==> src/rtl/uart_pkg.sv <==
// uart_pkg: constants and types shared by the UART receive path
// (serial-to-parallel receiver and the downstream deframer).
//   OVERSAMPLE : baud_tick strobes per serial bit
//   FRAME_BITS : start + 8 data + parity + stop
//   IDLE_LINE  : level of an idle serial line
//   rx_state_t : receiver FSM encoding
package uart_pkg;

    localparam int   OVERSAMPLE = 16;
    localparam int   FRAME_BITS = 11;
    localparam logic IDLE_LINE  = 1'b1;

    typedef enum logic [1:0] {
        IDLE  = 2'd0,
        START = 2'd1,
        SHIFT = 2'd2,
        DONE  = 2'd3
    } rx_state_t;

endpackage

==> src/rtl/sync_2ff.sv <==
// sync_2ff: two-flop synchronizer for a single asynchronous bit.
//   clock     : destination clock
//   reset     : synchronous, active-high; both flops load RESET_VAL
//   d         : asynchronous input
//   q         : synchronized output (two clocks of latency)
module sync_2ff #(
    parameter logic RESET_VAL = 1'b1
) (
    input  logic clock,
    input  logic reset,
    input  logic d,
    output logic q
);

    logic meta_r;
    logic sync_r;

    // two-stage capture; the first stage may go metastable, the second settles it
    always_ff @(posedge clock) begin
        if (reset) begin
            meta_r <= RESET_VAL;
            sync_r <= RESET_VAL;
        end else begin
            meta_r <= d;
            sync_r <= meta_r;
        end
    end

    assign q = sync_r;

endmodule

==> src/rtl/uart_rx_sipo.sv <==
// uart_rx_sipo: oversampling UART receiver that captures a whole frame
// (start, d0..d7, parity, stop) into a parallel word. Parity is captured
// only; checking it belongs to the deframer.
//   clock       : single clock, rising edge
//   reset       : synchronous, active-high
//   baud_tick   : one-clock strobe at OVERSAMPLE x baud rate
//   rx_serial   : asynchronous serial line, idles high, LSB first
//   data_parll  : captured frame [0]=start [8:1]=data [9]=parity [10]=stop
//   done_flag   : one-cycle pulse, data_parll updated in the same cycle
//   active_flag : high while a frame is in progress
//   frame_err   : one-cycle pulse with done_flag when the stop bit was 0
module uart_rx_sipo
    import uart_pkg::*;
#(
    parameter int OVERSAMPLE = uart_pkg::OVERSAMPLE,
    parameter int FRAME_BITS = uart_pkg::FRAME_BITS
) (
    input  logic                  clock,
    input  logic                  reset,
    input  logic                  baud_tick,
    input  logic                  rx_serial,
    output logic [FRAME_BITS-1:0] data_parll,
    output logic                  done_flag,
    output logic                  active_flag,
    output logic                  frame_err
);

    // tick_cnt is zeroed on the detect tick, so the tick that samples
    // mid-bit is the one seen while the counter still reads half-1.
    localparam logic [3:0] MID_TICK  = 4'(OVERSAMPLE / 2 - 1);
    localparam logic [3:0] TICK_LAST = 4'(OVERSAMPLE - 1);
    localparam logic [3:0] LAST_IDX  = 4'(FRAME_BITS - 1);

    rx_state_t             state_r;
    rx_state_t             next_state_s;
    logic [3:0]            tick_cnt_r;
    logic [3:0]            tick_cnt_nxt_s;
    logic [3:0]            tick_inc_s;
    logic [3:0]            bit_idx_r;
    logic [3:0]            bit_idx_nxt_s;
    logic [FRAME_BITS-1:0] shift_r;
    logic [FRAME_BITS-1:0] shift_nxt_s;
    logic [FRAME_BITS-1:0] data_parll_r;
    logic [FRAME_BITS-1:0] data_nxt_s;
    logic                  done_r;
    logic                  done_nxt_s;
    logic                  active_r;
    logic                  active_nxt_s;
    logic                  err_r;
    logic                  err_nxt_s;
    logic                  rx_sync_s;
    logic                  sample_s;

    sync_2ff #(
        .RESET_VAL (IDLE_LINE)
    ) u_rx_sync (
        .clock (clock),
        .reset (reset),
        .d     (rx_serial),
        .q     (rx_sync_s)
    );

    assign sample_s   = baud_tick && (tick_cnt_r == MID_TICK);
    assign tick_inc_s = (tick_cnt_r == TICK_LAST) ? 4'd0 : (tick_cnt_r + 4'd1);

    // state and datapath registers; outputs are registered so they are
    // valid during the DONE cycle itself
    always_ff @(posedge clock) begin
        if (reset) begin
            state_r      <= IDLE;
            tick_cnt_r   <= 4'd0;
            bit_idx_r    <= 4'd0;
            shift_r      <= {FRAME_BITS{1'b1}};
            data_parll_r <= {FRAME_BITS{1'b1}};
            done_r       <= 1'b0;
            active_r     <= 1'b0;
            err_r        <= 1'b0;
        end else begin
            state_r      <= next_state_s;
            tick_cnt_r   <= tick_cnt_nxt_s;
            bit_idx_r    <= bit_idx_nxt_s;
            shift_r      <= shift_nxt_s;
            data_parll_r <= data_nxt_s;
            done_r       <= done_nxt_s;
            active_r     <= active_nxt_s;
            err_r        <= err_nxt_s;
        end
    end

    // next-state decode
    always_comb begin
        next_state_s = state_r;
        case (state_r)
            IDLE: begin
                if (baud_tick && (rx_sync_s == 1'b0)) begin
                    next_state_s = START;
                end else begin
                    next_state_s = IDLE;
                end
            end
            START: begin
                // a line that is high again at mid start-bit was a glitch
                if (sample_s) begin
                    if (rx_sync_s) begin
                        next_state_s = IDLE;
                    end else begin
                        next_state_s = SHIFT;
                    end
                end else begin
                    next_state_s = START;
                end
            end
            SHIFT: begin
                if (sample_s && (bit_idx_r == LAST_IDX)) begin
                    next_state_s = DONE;
                end else begin
                    next_state_s = SHIFT;
                end
            end
            DONE: begin
                next_state_s = IDLE;
            end
            default: begin
                next_state_s = IDLE;
            end
        endcase
    end

    // datapath and output next values
    always_comb begin
        tick_cnt_nxt_s = tick_cnt_r;
        bit_idx_nxt_s  = bit_idx_r;
        shift_nxt_s    = shift_r;
        case (state_r)
            IDLE: begin
                tick_cnt_nxt_s = 4'd0;
                bit_idx_nxt_s  = 4'd0;
            end
            START: begin
                if (baud_tick) begin
                    tick_cnt_nxt_s = tick_inc_s;
                end else begin
                    tick_cnt_nxt_s = tick_cnt_r;
                end
                if (sample_s && (rx_sync_s == 1'b0)) begin
                    shift_nxt_s[0] = 1'b0;
                    bit_idx_nxt_s  = 4'd1;
                end else begin
                    bit_idx_nxt_s  = bit_idx_r;
                end
            end
            SHIFT: begin
                if (baud_tick) begin
                    tick_cnt_nxt_s = tick_inc_s;
                end else begin
                    tick_cnt_nxt_s = tick_cnt_r;
                end
                if (sample_s) begin
                    shift_nxt_s[bit_idx_r] = rx_sync_s;
                    bit_idx_nxt_s          = bit_idx_r + 4'd1;
                end else begin
                    bit_idx_nxt_s          = bit_idx_r;
                end
            end
            DONE: begin
                tick_cnt_nxt_s = 4'd0;
                bit_idx_nxt_s  = 4'd0;
            end
            default: begin
                tick_cnt_nxt_s = 4'd0;
                bit_idx_nxt_s  = 4'd0;
            end
        endcase

        done_nxt_s   = (next_state_s == DONE);
        active_nxt_s = (next_state_s != IDLE);
        // the stop bit lands in shift_nxt_s on the same edge that enters DONE
        if (next_state_s == DONE) begin
            data_nxt_s = shift_nxt_s;
            err_nxt_s  = ~shift_nxt_s[FRAME_BITS-1];
        end else begin
            data_nxt_s = data_parll_r;
            err_nxt_s  = 1'b0;
        end
    end

    assign data_parll  = data_parll_r;
    assign done_flag   = done_r;
    assign active_flag = active_r;
    assign frame_err   = err_r;

endmodule

==> config.mk <==
export PLATFORM = sky130hd
export DESIGN_NAME = uart_rx_sipo
export DESIGN_NICKNAME = d
export VERILOG_FILES = /design/src/rtl/uart_pkg.sv /design/src/rtl/sync_2ff.sv /design/src/rtl/uart_rx_sipo.sv
export SDC_FILE = /design/constraint.sdc
export NUM_CORES = 1
export LEC_CHECK = 0
export ABC_AREA = 1
export BUFFER_PORTS_ARGS = -buffer_cell sky130_fd_sc_hd__buf_2
export CAP_MARGIN = 20
export CORE_ASPECT_RATIO = 1.1
export CORE_MARGIN = 4
export CORE_UTILIZATION = 45
export DETAILED_ROUTE_END_ITERATION = 10
export PLACE_DENSITY_LB_ADDON = 0.08
export SLEW_MARGIN = 5
export SYNTH_ARGS = -nofsm -noshare
export SYNTH_HDL_FRONTEND = slang
export SYNTH_SLANG_ARGS = --single-unit
==> constraint.sdc <==
create_clock -name clock -period 2.4 [get_ports clock]
set_clock_uncertainty 0.15 [all_clocks]
set_input_delay 0.48 -clock clock [delete_from_list [all_inputs] [get_ports clock]]
set_output_delay 0.48 -clock clock [all_outputs]
set_load 0.1 [all_outputs]
* Word-level counts from Yosys, hierarchy flattened *
Cells that the tools add are included.

cells by class
  $lt $le $gt $ge = 2
  reduce and logical (&&, ||, !) cells = 11
  bitwise logic cells = 3
  add/sub/neg operators = 2
  multiplexer cells = 18
  equal/unequal tests = 10

operator list
  operator             number
  $mux 4               4
  $pmux 4 s3           1
  $bwmux 11            1
  $mux 11              1
  $mux 10              1
  $add 4x1->4 const B  2
  $eq 4x4->1 const B   2
  $pmux 2 s4           1
  $pmux 4 s2           1
  $eq 2x2->1 const B   3
  $reduce_or 2->1      3
  $logic_and 1x1->1    5
  $lt 4x5->1 const B   1
  $demux 1 s4          1
  $eq 4x3->1 const B   1
  $ge 4x1->1 const B   1
  $mux 1               4
  $mux 2               2
  $ne 2x2->1 const B   2
  $not 1->1            3
  $eq 2x1->1 const B   1
  $logic_not 2->1      1
  $ne 2x1->1 const B   1
  $pmux 1 s2           1
  other kinds (2)      2

storage, ports and cells
  logic and storage cells = 56
  flip-flop bits (word level) = 37
  output and inout port bits = 14

* Logic depth before layout (Yosys ltp) *
Gate-level depths: netlist (run 1).

  depth after elaboration = 8
  gate-level depth with buffers = 13
  mapped depth without buffers = 11

* Modules after synthesis *
Synthesis (run 1) repeated with hierarchy kept, for this count alone.

unflattened totals
  cells, all modules = 272
  area total of the unflattened synthesis = 1860.5 um^2

modules (own cells, without submodules)
  module        cells an instance  seq. area each (um^2)  area each (um^2)  times used
  uart_rx_sipo  265                700.7                  1801.7            1
  sync_2ff      7                  40.0                   58.8              1

* Worst setup path before layout (run 1) *
OpenSTA, ideal clock, no wires.

  kind = reg-to-reg
  from = reg state_r[0]
  to = reg data_parll_r[2], in the netlist data_parll[2]
  stages on the path, launching flop included = 14
  data arrival time = 1.426 ns
  slack = 0.716 ns
  buffers on the path = 2
  setup time = 0.109 ns
  period minus slack after synthesis = 1.684 ns
  path through = dfxtp_1 -> inv_1 -> ha_1 -> buf_2 -> nand2_1 -> nor2_1 -> nand2_2 -> nand3_2 -> nand3_4 -> inv_2 -> buf_6 -> nand2_1 -> nand2_1 -> inv_1

on the way
  longest elaborated chain between the ends = 3
  elaborated cells between the ends (all ways) = 7

ends and longest elaborated chain
  what                                RTL line             source
  start, declared                     uart_rx_sipo.sv:34   rx_state_t state_r;
  start signal, assigned              uart_rx_sipo.sv:79   state_r <= next_state_s;
  $eq 2x2->1 (tied with other cells)  uart_rx_sipo.sv:93   case (state_r)
  $pmux 2 s4                          uart_rx_sipo.sv:93
  $eq 2x2->1                          uart_rx_sipo.sv:178  if (next_state_s == DONE) begin
  end signal, assigned                uart_rx_sipo.sv:74   data_parll_r <= {FRAME_BITS{1'b1}};
  end signal, assigned                uart_rx_sipo.sv:83   data_parll_r <= data_nxt_s;
  end, declared                       uart_rx_sipo.sv:43   logic [FRAME_BITS-1:0] data_parll_r;

Several ways; a longest one is shown, not always the timed one.
A chain may end at the register's enable or synchronous reset.

* Worst setup path after layout (run 1) *
  from = reg state_r[0]
  to = reg data_parll_r[7], in the netlist data_parll[7]

The elaborated chain is that of the path after synthesis.

==> results of run 1 <==
[how the worst max path moves through the flow]
| stage | from | end | slack (ns) | depth (start not counted) |
|---|---|---|---|---|
| after global placement | state_r[0] | data_parll[7] | 0.30 | 11 |
| after detailed placement | state_r[0] | data_parll[7] | 0.28 | 11 |
| after floorplan | state_r[0] | data_parll[2] | 0.72 | 13 |
| final | state_r[0] | data_parll[7] | 0.27 | 11 |
| after CTS | state_r[0] | data_parll[7] | 0.26 | 11 |
| after global routing | state_r[0] | data_parll[3] | 0.03 | 11 |
[flip-flops by register name (all words and copies together), names as in the netlist]
signal and flops:
state_r 2, u_rx_sync.meta_r 1, tick_cnt_r 4, bit_idx_r 4
active_flag 1, data_parll 11, u_rx_sync.q 1, done_flag 1
frame_err 1, shift_r 11
[layout by cell type (no fill, tap or decap), types with 8 or more instances in the layout]
cell / count
sky130_fd_sc_hd__a21oi_1: 9
sky130_fd_sc_hd__inv_1: 48
sky130_fd_sc_hd__inv_2: 8
sky130_fd_sc_hd__nor2_1: 22
sky130_fd_sc_hd__buf_2: 17
sky130_fd_sc_hd__dfxtp_1: 37
sky130_fd_sc_hd__nand3_1: 25
sky130_fd_sc_hd__ha_1: 8
sky130_fd_sc_hd__nand2_1: 71
sky130_fd_sc_hd__nand4_1: 9
[metal layers]
layer  wire length, um  track usage [%]
met5                 0                0
met4                79            6.725
met2              1525            25.42
met1              1754            17.52
met3               127            4.354
[area by class of cell]
class | instances | area share (%)
tap | 52 | 3.071
clock inverter | 2 | 1.772
sequential | 37 | 34.97
multi-input combinational | 169 | 40.70
timing repair buffer | 20 | 5.670
inverter | 56 | 9.923
clock buffer | 6 | 3.898
[stage by stage]
stage	hold slack [ns]	total power (W)
2_1_floorplan	0.2395	0.0006692
3_3_place_gp	0.2437	0.0006858
3_5_place_dp	0.2423	0.0006861
4_1_cts	0.2054	0.001256
5_1_grt	0.2163	0.001284
6_report	0.2157	0.001237
[worst reg2reg max path, stage by stage, from the launching register on]
cell and delay [ns]:
sky130_fd_sc_hd__dfxtp_1 0.33, sky130_fd_sc_hd__inv_1 0.10, sky130_fd_sc_hd__ha_1 0.34, sky130_fd_sc_hd__nand2_1 0.16, sky130_fd_sc_hd__nor2_1 0.18, sky130_fd_sc_hd__nand2_2 0.10, sky130_fd_sc_hd__nand3_2 0.11, sky130_fd_sc_hd__nand3_4 0.16
sky130_fd_sc_hd__inv_2 0.21, sky130_fd_sc_hd__nand2_1 0.10, sky130_fd_sc_hd__nand2_1 0.07, sky130_fd_sc_hd__inv_1 0.03
[cells by family (layout without fill, tap and decap cells)]
| kind of cell | Yosys count | after routing | synth area share, % |
|---|---|---|---|
| simple gates | 144 | 144 | 35.42 |
| buf+inv | 65 | 84 | 14.54 |
| flops | 37 | 37 | 39.49 |
| compound gates | 17 | 17 | 5.203 |
| fa+ha+maj | 8 | 8 | 5.337 |
[power by group through the flow]
| stage | registers [W] | logic [W] | clock network (W) |
|---|---|---|---|
| 6_report | 0.000622 | 0.0000483 | 0.000566 |
| 5_1_grt | 0.000623 | 0.0000552 | 0.000606 |
| 4_1_cts | 0.000622 | 0.0000490 | 0.000584 |
| 3_5_place_dp | 0.000637 | 0.0000492 | 0 |
| 3_3_place_gp | 0.000637 | 0.0000489 | 0 |
| 2_1_floorplan | 0.000639 | 0.0000303 | 0 |
==> summary.txt, run 1 <==
total instance count after detailed placement - 334
setup TNS - 0 ns
cells after synthesis - 271
Post-Route Utilization - 53.04%
Switching Fraction - 21.36%
post-layout minimum cycle time - 2.128 ns
instance count along the most critical hold path - 2
cells resized by post-CTS repair - 0
average detailed-routed wire length per instance - 10.19 um
global-route wire length before repair - 6.134 mm
std cell rows - 24
library cell with the highest instance count after synthesis - sky130_fd_sc_hd__nand2_1
Total Die Area - 5266 um^2
worst hold-check path type - input port to flip-flop
placeable core region - 3994 um^2
vias per std cell - 4.523
final routed wirelength across all metal layers - 3.486 mm
post-layout instance count excluding filler cells - 342
power share of the sequential group - 50.3%
detailed-placement wirelength estimate - 2.554 mm
TritonCTS clock tree - done
root buf cell - sky130_fd_sc_hd__clkbuf_8
number of global-route vias before repair - 1437
peak ir drop on the vdd network - 366.1 uV
area of the mapped netlist - 1876 um^2
die boundary height - 75.71 um
syn avg cell area - 6.921 um^2
later-pin clock latency in the skew report - 0.29 ns
cell area after placement - 1998 um^2
setup repair after global routing missed its margin - false
CP max-delay cell - sky130_fd_sc_hd__ha_1
setup fix buffers added after clock tree synthesis - 0
run status - complete, no violations
final antenna-violating net count - 0
Congestion Overflow GR - 0
Worst Setup Slack, final - 0.2717 ns
DRC violation count after routing - 0
flop2flop setup slack - 0.27 ns
area of all placed cells without fillers - 2118 um^2
Yosys warning count - 0
Post-synth top cells - 71 x sky130_fd_sc_hd__nand2_1, 48 x sky130_fd_sc_hd__inv_1, 37 x sky130_fd_sc_hd__dfxtp_1
CP peak stage delay - 0.34 ns
total of fill cells in the finished design - 413
global placer's final weighted congestion - 0.7976
startpoint of the most critical hold path - rx_serial
total of hold buffers inserted after clock tree synthesis - 0
worst reg2reg startpoint - state_r[0]
Finish-stage setup viols - 0
CTS HTree Levels - 2
DRC violation total after the first TritonRoute iteration - 43
cell-internal power - 0.0009724 W
Critical Path, Cell by Cell - inv_1, ha_1, nand2_1, nor2_1, nand2_2, nand3_2, nand3_4, inv_2, nand2_1, nand2_1, inv_1
Max Buffers Root-to-Sink - 2
DR pass1 iterations - 4
proportion of power drawn by combinational gates - 3.9%
number of diodes - 0
area of combinational cells with multiple inputs - 862.1 um^2
vias after detailed routing - 1547
Die Span X - 69.56 um
count of buffers inserted at the top-level ports - 17
kind of end point of the critical path - flip-flop
capture endpoint of the worst hold path - u_rx_sync.meta_r
Final Hold Vio Count - 0
starting utilization of the core area - 46.96%
Seq. cell area - 740.7 um^2
nets in the synthesized netlist - 283
Worst Path Max Fanout - 14
All-Layer GR Usage - 14.84%
fraction of final layout cells sized beyond drive strength 1 - 16.90%
critical path launch point type - flip-flop
top-area cell type share of the netlist area - 39.49%
end of the worst register-to-register path - data_parll[7]
antenna violations before repair - 0
share of synthesized flip-flops with an asynchronous set or reset - 0%
max_slew headroom - 67.65%
number of flops mapped to enable cells by yosys - 0
actual transition at the worst max-transition pin - 0.4886 ns
Fmax - 0.4699 GHz
Req. time, crit path - 2.44 ns
Power Density - 583.8 nW/um^2
cell types occupying the most area after synthesis - sky130_fd_sc_hd__dfxtp_1 39%, sky130_fd_sc_hd__nand2_1 14%, sky130_fd_sc_hd__inv_1 9.6%
Leakage Power - 1.039 nW
worst-case setup slack after placement - 0.2783 ns
number of cells on the worst reg-to-reg path - 11
top flip-flop cell by instance count after synthesis - sky130_fd_sc_hd__dfxtp_1
switching power of the nets - 0.0002642 W
post-synthesis sequential area ratio - 39.49%
top-level port count - 18
number of sinks handled by clock tree synthesis - 37
Area growth syn-to-layout - 12.94%
proportion of power drawn by the clock network - 45.8%
WP data arrival - 2.17 ns
number of max-cap violations - 0
start-to-end type of the worst setup path - flip-flop to flip-flop
Post-layout nets - 301
Largest delay share family, worst path - simple AND/OR/NAND/NOR gates
cell accounting for the most synthesized area - sky130_fd_sc_hd__dfxtp_1
share of the cycle needed by the critical path after routing - 88.68%
CTS Buf Count - 5
Pins Over Slew Limit - 0
total buffers and inverters traversed by the critical path - 3
most repeated library cell on the critical path - sky130_fd_sc_hd__nand2_1
clock-pin slew of the registers on the worst-case setup and hold paths - 0.07 ns
FF+latch count, synth - 37
number of different library cells in the post-synthesis netlist - 28
pin count of the biggest net entering global routing - 15
Power figures use the tool's default switching activity.
==> run 2: changes to the inputs <==
--- a/config.mk
+++ b/config.mk
@@ -10,7 +10,7 @@
 export CAP_MARGIN = 20
 export CORE_ASPECT_RATIO = 1.1
 export CORE_MARGIN = 4
-export CORE_UTILIZATION = 45
+export CORE_UTILIZATION = 40
 export DETAILED_ROUTE_END_ITERATION = 10
 export PLACE_DENSITY_LB_ADDON = 0.08
 export SLEW_MARGIN = 5
==> run 2 against run 1 <==
Effect of this change: routed wire length is 3.4% higher; non-clock buffer count is 1 lower; worst hold slack better by 0.0031 ns; cell area is 0.83% lower; fmax is 1.4% higher; register-to-register slack better by 0.03 ns; die area is 11% higher; sequential power hardly changed; clock power hardly changed; core utilization is 5.4 points lower; global-route usage is 0.74 points lower; setup slack better by 0.030 ns; largest cell class unchanged; highest routed layer unchanged.
==> summary.txt, run 2 (same netlist as run 1, synthesis figures left out) <==
peak ir drop on the vdd network - 291.8 uV
count of buffers inserted at the top-level ports - 17
area of combinational cells with multiple inputs - 862.1 um^2
clock-pin slew of the registers on the worst-case setup and hold paths - 0.07 ns
vias per std cell - 4.536
worst reg2reg startpoint - state_r[0]
Fmax - 0.4766 GHz
cell area after placement - 1981 um^2
Post-layout nets - 300
DRC violation total after the first TritonRoute iteration - 68
start-to-end type of the worst setup path - flip-flop to flip-flop
kind of end point of the critical path - flip-flop
most repeated library cell on the critical path - sky130_fd_sc_hd__nand2_1
final routed wirelength across all metal layers - 3.606 mm
run status - complete, no violations
vias after detailed routing - 1556
post-route worst hold slack - 0.2189 ns
Area growth syn-to-layout - 12.01%
actual transition at the worst max-transition pin - 0.5508 ns
Finish-stage setup viols - 0
most frequent cells in the layout - 71 x sky130_fd_sc_hd__nand2_1, 48 x sky130_fd_sc_hd__inv_1, 37 x sky130_fd_sc_hd__dfxtp_1, 25 x sky130_fd_sc_hd__nand3_1, 22 x sky130_fd_sc_hd__nor2_1
Max Buffers Root-to-Sink - 2
CTS Buf Count - 5
DR pass1 iterations - 4
placeable core region - 4410 um^2
number of diodes - 0
critical path launch point type - flip-flop
total of hold buffers inserted after clock tree synthesis - 0
root buf cell - sky130_fd_sc_hd__clkbuf_8
die boundary height - 79.82 um
post-layout minimum cycle time - 2.098 ns
share of the cycle needed by the critical path after routing - 87.43%
detailed-placement wirelength estimate - 2.676 mm
Die Span X - 73.29 um
instance count along the most critical hold path - 2
std cell rows - 25
later-pin clock latency in the skew report - 0.29 ns
Leakage Power - 1.030 nW
antenna violations before repair - 0
startpoint of the most critical hold path - rx_serial
Congestion Overflow GR - 0
TritonCTS clock tree - done
pin count of the biggest net entering global routing - 19
max_slew headroom - 63.24%
Critical Path, Cell by Cell - inv_1, ha_1, nand2_1, nor2_1, nand2_2, nand3_2, nand3_4, inv_2, nand2_1, nand2_1, inv_1
All-Layer GR Usage - 14.10%
cells resized by post-CTS repair - 0
total of fill cells in the finished design - 469
Worst Path Max Fanout - 14
average detailed-routed wire length per instance - 10.51 um
leading cell type in the layout, fill and taps excluded - sky130_fd_sc_hd__nand2_1
CTS HTree Levels - 2
setup TNS - 0 ns
starting utilization of the core area - 42.52%
first element of the critical path - state_r[0]
fraction of final layout cells sized beyond drive strength 1 - 16.61%
global placer's final weighted congestion - 0.7716
area of all placed cells without fillers - 2101 um^2
Seq. cell area - 740.7 um^2
worst hold-check path type - input port to flip-flop
Final Hold Vio Count - 0
DRC violation count after routing - 0
number of sinks handled by clock tree synthesis - 37
top-level port count - 18
WP data arrival - 2.14 ns
Total Die Area - 5850 um^2
global-route wire length before repair - 6.417 mm
Req. time, crit path - 2.44 ns
setup repair after global routing missed its margin - false
Power Density - 587.4 nW/um^2
number of max-cap violations - 0
final antenna-violating net count - 0
Pins Over Slew Limit - 0
CP peak stage delay - 0.33 ns
number of global-route vias before repair - 1452
setup fix buffers added after clock tree synthesis - 0
number of cells on the worst reg-to-reg path - 11
CP max-delay cell - sky130_fd_sc_hd__dfxtp_1
run 2: changes by cell type in the layout (fill, tap and decap cells not counted), sizes merged:
cell / delta
buf: -1
run 2: layer usage:
layer	GRT usage, %	vias to the layer above	wire length, um
li1	-	859	-
met1	17.56	671	1757
met5	0	-	0
met4	5.435	0	60
met3	4.156	6	117
met2	22.63	20	1671
run 2: metrics by stage:
step	cells	setup WS [ns]	total power [W]	util (%)
after detailed placement	335	0.2958	0.0006821	44.91
after CTS	343	0.2751	0.001257	47.63
after global placement	335	0.3041	0.0006824	44.91
final	343	0.3017	0.001234	47.63
after global routing	343	0.04950	0.001292	47.63
after floorplan	271	0.7156	0.0006692	-
run 2: path summary, 6_finish.rpt:
path                                    endpoint  slack, ns
worst max-delay path               data_parll[7]       0.30
worst min register to register       u_rx_sync.q       0.26
worst min-delay path            u_rx_sync.meta_r       0.22
worst max register to register     data_parll[7]       0.30
run 2: layout make-up:
class	instances	share of cell area, %
tap	54	3.216
inverter	56	10.01
timing repair buffer	19	4.765
multi-input combinational	169	41.04
clock buffer	6	3.931
sequential	37	35.26
clock inverter	2	1.787
run 2: power by group:
part	total (W)	internal [W]	switching, W
Clock	0.000567	0.000338	0.000229
Combinational	0.0000446	0.0000133	0.0000313
Sequential	0.000623	0.000618	0.00000442
Total	0.00123	0.000969	0.000265
run 2: critical path, delay by kind of cell, from the launching register on:
kind                       cells  cell delay, ns
DFF                            1            0.33
and+or+nand+nor                7            0.84
buffers and inverters          3            0.34
adders and majority gates      1            0.33
